### src/rtl/pc_fetch_unit.sv
// Fetch stage: program counter, next-PC selection and the IF/ID pipeline
// register. A redirect is taken only together with kill, which also squashes
// the instruction fetched in that cycle.
// Optional feature macro: FETCH_PERF_CNT_EN builds a saturating count of
// killed fetches on kill_count; without it kill_count is tied to zero.
module pc_fetch_unit #(
  parameter int unsigned        PC_W      = 16,
  parameter int unsigned        INSTR_W   = 16,
  parameter logic [PC_W-1:0]    RESET_PC  = '0,
  parameter logic [INSTR_W-1:0] NOP_INSTR = '0
) (
  input  logic               clk,
  input  logic               reset,
  input  logic               stall,
  input  logic               kill,
  input  logic [1:0]         pc_src,
  input  logic [PC_W-1:0]    jump_target,
  input  logic [PC_W-1:0]    jr_target,
  output logic [PC_W-1:0]    imem_addr,
  input  logic [INSTR_W-1:0] imem_data,
  output logic [PC_W-1:0]    pc,
  output logic [INSTR_W-1:0] ifid_instr,
  output logic [PC_W-1:0]    ifid_pc,
  output logic [PC_W-1:0]    ifid_pc_plus1,
  output logic               ifid_valid,
  output logic [15:0]        kill_count
);

  logic [PC_W-1:0]    pc_q, pc_d;
  logic [INSTR_W-1:0] ifid_instr_q, ifid_instr_d;
  logic [PC_W-1:0]    ifid_pc_q, ifid_pc_d;
  logic [PC_W-1:0]    ifid_pc_plus1_q, ifid_pc_plus1_d;
  logic               ifid_valid_q, ifid_valid_d;
  logic [PC_W-1:0]    pc_plus1;
  logic [PC_W-1:0]    redirect_pc;

  // Sequential successor (wraps silently) and the redirect target chosen by pc_src.
  always_comb begin
    pc_plus1 = pc_q + PC_W'(1);
    case (pc_src)
      2'b01:   redirect_pc = jump_target;
      2'b10:   redirect_pc = jr_target;
      default: redirect_pc = pc_plus1;
    endcase
  end

  // Next state of PC and IF/ID: stall holds everything, kill redirects and
  // inserts a bubble, otherwise fetch sequentially.
  always_comb begin
    pc_d            = pc_q;
    ifid_instr_d    = ifid_instr_q;
    ifid_pc_d       = ifid_pc_q;
    ifid_pc_plus1_d = ifid_pc_plus1_q;
    ifid_valid_d    = ifid_valid_q;
    if (!stall) begin
      // The squashed fetch's PC is kept in IF/ID purely for debug visibility.
      ifid_pc_d       = pc_q;
      ifid_pc_plus1_d = pc_plus1;
      if (kill) begin
        pc_d         = redirect_pc;
        ifid_instr_d = NOP_INSTR;
        ifid_valid_d = 1'b0;
      end else begin
        pc_d         = pc_plus1;
        ifid_instr_d = imem_data;
        ifid_valid_d = 1'b1;
      end
    end
  end

  // PC and IF/ID registers with synchronous reset taking priority.
  always_ff @(posedge clk) begin
    if (reset) begin
      pc_q            <= RESET_PC;
      ifid_instr_q    <= NOP_INSTR;
      ifid_pc_q       <= '0;
      ifid_pc_plus1_q <= '0;
      ifid_valid_q    <= 1'b0;
    end else begin
      pc_q            <= pc_d;
      ifid_instr_q    <= ifid_instr_d;
      ifid_pc_q       <= ifid_pc_d;
      ifid_pc_plus1_q <= ifid_pc_plus1_d;
      ifid_valid_q    <= ifid_valid_d;
    end
  end

`ifdef FETCH_PERF_CNT_EN
  logic [15:0] kill_count_q, kill_count_d;

  // Count killed fetches, sticking at all-ones rather than wrapping.
  always_comb begin
    kill_count_d = kill_count_q;
    if (kill && !stall && (kill_count_q != 16'hFFFF)) begin
      kill_count_d = kill_count_q + 16'd1;
    end
  end

  // Kill counter register.
  always_ff @(posedge clk) begin
    if (reset) begin
      kill_count_q <= '0;
    end else begin
      kill_count_q <= kill_count_d;
    end
  end

  assign kill_count = kill_count_q;
`else
  assign kill_count = 16'h0000;
`endif

  assign imem_addr     = pc_q;
  assign pc            = pc_q;
  assign ifid_instr    = ifid_instr_q;
  assign ifid_pc       = ifid_pc_q;
  assign ifid_pc_plus1 = ifid_pc_plus1_q;
  assign ifid_valid    = ifid_valid_q;

endmodule

### config.mk
export PLATFORM = sky130hd
export DESIGN_NAME = pc_fetch_unit
export DESIGN_NICKNAME = d
export VERILOG_FILES = /design/src/rtl/pc_fetch_unit.sv
export SDC_FILE = /design/constraint.sdc
export NUM_CORES = 1
export LEC_CHECK = 0
export BUFFER_PORTS_ARGS = -buffer_cell sky130_fd_sc_hd__buf_2
export CAP_MARGIN = 10
export CELL_PAD_IN_SITES_DETAIL_PLACEMENT = 0
export CELL_PAD_IN_SITES_GLOBAL_PLACEMENT = 1
export CORE_ASPECT_RATIO = 0.8
export CORE_UTILIZATION = 36
export CTS_BUF_LIST = sky130_fd_sc_hd__clkbuf_16
export DETAILED_ROUTE_END_ITERATION = 6
export PLACE_DENSITY = 0.95
export SLEW_MARGIN = 40
export SYNTH_ARGS = -nofsm -noshare
export SYNTH_HDL_FRONTEND = slang
export SYNTH_SLANG_ARGS = --single-unit
### constraint.sdc
create_clock -name clk -period 2.73 [get_ports clk]
set_clock_uncertainty 0.05 [all_clocks]
set_input_delay 0.4095 -clock clk [delete_from_list [all_inputs] [get_ports clk]]
set_output_delay 0.4095 -clock clk [all_outputs]
set_load 0.01 [all_outputs]
==> metrics.txt <==
status=complete, no violations; CP Cell Sequence=ha_1, and4_4, nand4_1, or4_1, a31oi_1; CTS Hold Buffers Added=0; Initial Util=37.7%; clock power share=45.0%; ys async rst share=0%; n_diodes=0; Least-Margin Pin Slew=0.737 ns; Synth Register Bits=65; CTS tree=built; worst-path fanout max=8; num rows=30; die width=108 um; Net count, final=539; GRT Residual Overflow=0; first-pass GRT wire length=14000 um; maximum vdd drop=296 uV; antenna violations before repair=0; Seq pwr share=42.7%; internal cell power=1.80 mW; Power Dens Cells=586 mW/mm^2; I/O Pins=151; HP Class=input port to register; Post-DRT Antenna Nets=0; DR WL/cell=14.7 um; R2R cell count=5; Worst R2R Setup Slack=0.74 ns; drt first-iter violations=150; FMAX=0.501 GHz; worst r2r src=imem_addr[0]; HPWL after DPL=6330 um; number of synthesis warnings=0; Leak=1.94 nW; area occupied by multi-input gates=0.00160 mm^2; fin cells=598; Post-synth EDFFs=0; cts repair resizes=0; I/O Buffers=134; worst r2r dst=imem_addr[8]; Gate Count Post-Synth=377; DR pass1 iterations=4; Final GP Congestion=0.811; post-synth top area cell=dfxtp_1; share of cells above drive strength 1=33.1%; Slew Limit Fails=0; period utilization=73.1%; Tmin final=1.99 ns; CTS clk-pin slew, worst paths=0.05 ns; average cell area after synthesis=8.63 um^2; critical path class=register to register; sw frac=25.0%; Top FF cell, synth=dfxtp_1; final hold viol count=0; Finished Core Util=47.3%; via count=3032; RSZ-0062 raised after global routing=no; cell with the most instances after synthesis=dfxtp_1; Critical path origin=imem_addr[0]; list of most frequent post-synthesis cells=dfxtp_1, nor2_1, buf_4, a22oi_1, a21oi_1; relative slew slack=50.8%; Worst Setup EP=imem_addr[8]; CTS buffer count=9; Vias/cell=5.07; All-Layer GR Usage=19.2%; Max Cap Viol=0; vias in the first global route=2713; Core Area=0.00863 mm^2; setup TNS=0 ns; Synth top area share=40.0%; number of fill cells in the layout=855; Storage cell area=0.00130 mm^2; critical path arrival=2.19 ns; die area=0.00942 mm^2; H-tree Lvls=3; Post-Synthesis Cell Area=0.00325 mm^2; Synth cell types=50; Skew-Pair Late Insertion Delay=0.32 ns; die height=87.0 um; Final setup viols=0; leading post-synthesis cells by cell area=dfxtp_1, buf_4, a22oi_1; clk buf depth=2; CTS root buffer=clkbuf_16; Comb pwr share=12.3%; drt total wl=8820 um; DRC viols=0; CP max-delay cell=dfxtp_1; Area growth, synth to finish=25.6%; Critical Path RT=2.92 ns; nature of the critical path endpoint=register; CTS Sinks=65; net switching power=0.597 mW; Cells after DPL=583; Post-CTS Setup Bufs=0; max incr delay on CP=0.46 ns; largest net degree at the start of global routing=32; Startpoint Class=register; post-synthesis sequential area ratio=40.0%
[state kept, by name (all words and copies together), names as in the netlist]
signal and flops:
ifid_pc 16, imem_addr 16, ifid_instr 16, ifid_pc_plus1 16
ifid_valid 1
[final cells by class]
cell class	instances	area share, %
sequential	65	31.9
multi-input combinational	256	39.2
tap	112	3.43
inverter	7	0.643
clock buffer	9	5.51
clock inverter	6	1.26
timing repair buffer	143	18.1
[routing by layer]
layer,global-route usage (%),vias up,wire [um]
li1,-,1516,-
met5,0,-,0
met3,5.61,15,864
met4,6.02,0,128
met2,28.4,143,3790
met1,26.8,1358,4040
[critical path, delay by kind of cell (launching register included)]
kind	cells	cell delay [ns]
AOI/OAI and AO/OA	1	0.14
and+or+nand+nor	3	0.94
adders and majority gates	1	0.33
DFF	1	0.46
[stage by stage]
stage / power [mW] / hold WS, ns / area (um^2) / setup WS (ns)
after floorplan: 1.24 / 0.436 / 3310 / 0.927
after global placement: 1.33 / 0.402 / 3800 / 0.663
after detailed placement: 1.34 / 0.404 / 3810 / 0.615
after CTS: 2.42 / 0.257 / 4080 / 0.741
after global routing: 2.51 / 0.266 / 4080 / 0.638
final: 2.39 / 0.268 / 4080 / 0.736
[power groups by stage]
stage / sequential [mW] / clock [mW] / combinational, mW
2_1_floorplan: 1.05 / 0 / 0.187
4_1_cts: 1.02 / 1.11 / 0.295
6_report: 1.02 / 1.08 / 0.295
3_5_place_dp: 1.04 / 0 / 0.295
3_3_place_gp: 1.04 / 0 / 0.289
5_1_grt: 1.03 / 1.15 / 0.326
[cell families (layout without fill, tap and decap cells)]
family                     after synthesis  after routing  synth area share [%]
and+or+nand+nor                        119            119                  19.0
AOI/OAI and AO/OA                       88             88                  18.5
adders and majority gates                3              3                  1.15
muxes                                   17             17                  5.23
DFF                                     65             65                  40.0
buffers and inverters                   71            165                  12.5
other                                    1             16                 0.115
xor gates and xnor gates                13             13                  3.50
[layout by cell type, fill, tap and decap left out, drive strengths merged, types with 7 or more instances in the layout]
cell type  instances
a211oi            11
a21oi             22
a22oi             29
a31oi              7
buf              143
clkbuf             9
conb              16
dfxtp             65
inv                8
mux2i             17
nand2             12
nand3              9
nor2              55
nor3              12
xnor2              8
[how the worst min path moves through the flow]
stage               cells past startpoint  slack, ns        endpoint           from
floorplan                               2       0.44     ifid_pc[15]    ifid_pc[15]
global placement                        2       0.40     ifid_pc[15]    ifid_pc[15]
detailed placement                      2       0.40     ifid_pc[15]    ifid_pc[15]
CTS                                     3       0.26  ifid_instr[14]  imem_data[14]
global route                            3       0.27   ifid_instr[5]   imem_data[5]
finish                                  3       0.27   ifid_instr[5]   imem_data[5]
Note: power is estimated with default switching activity, not from simulation.
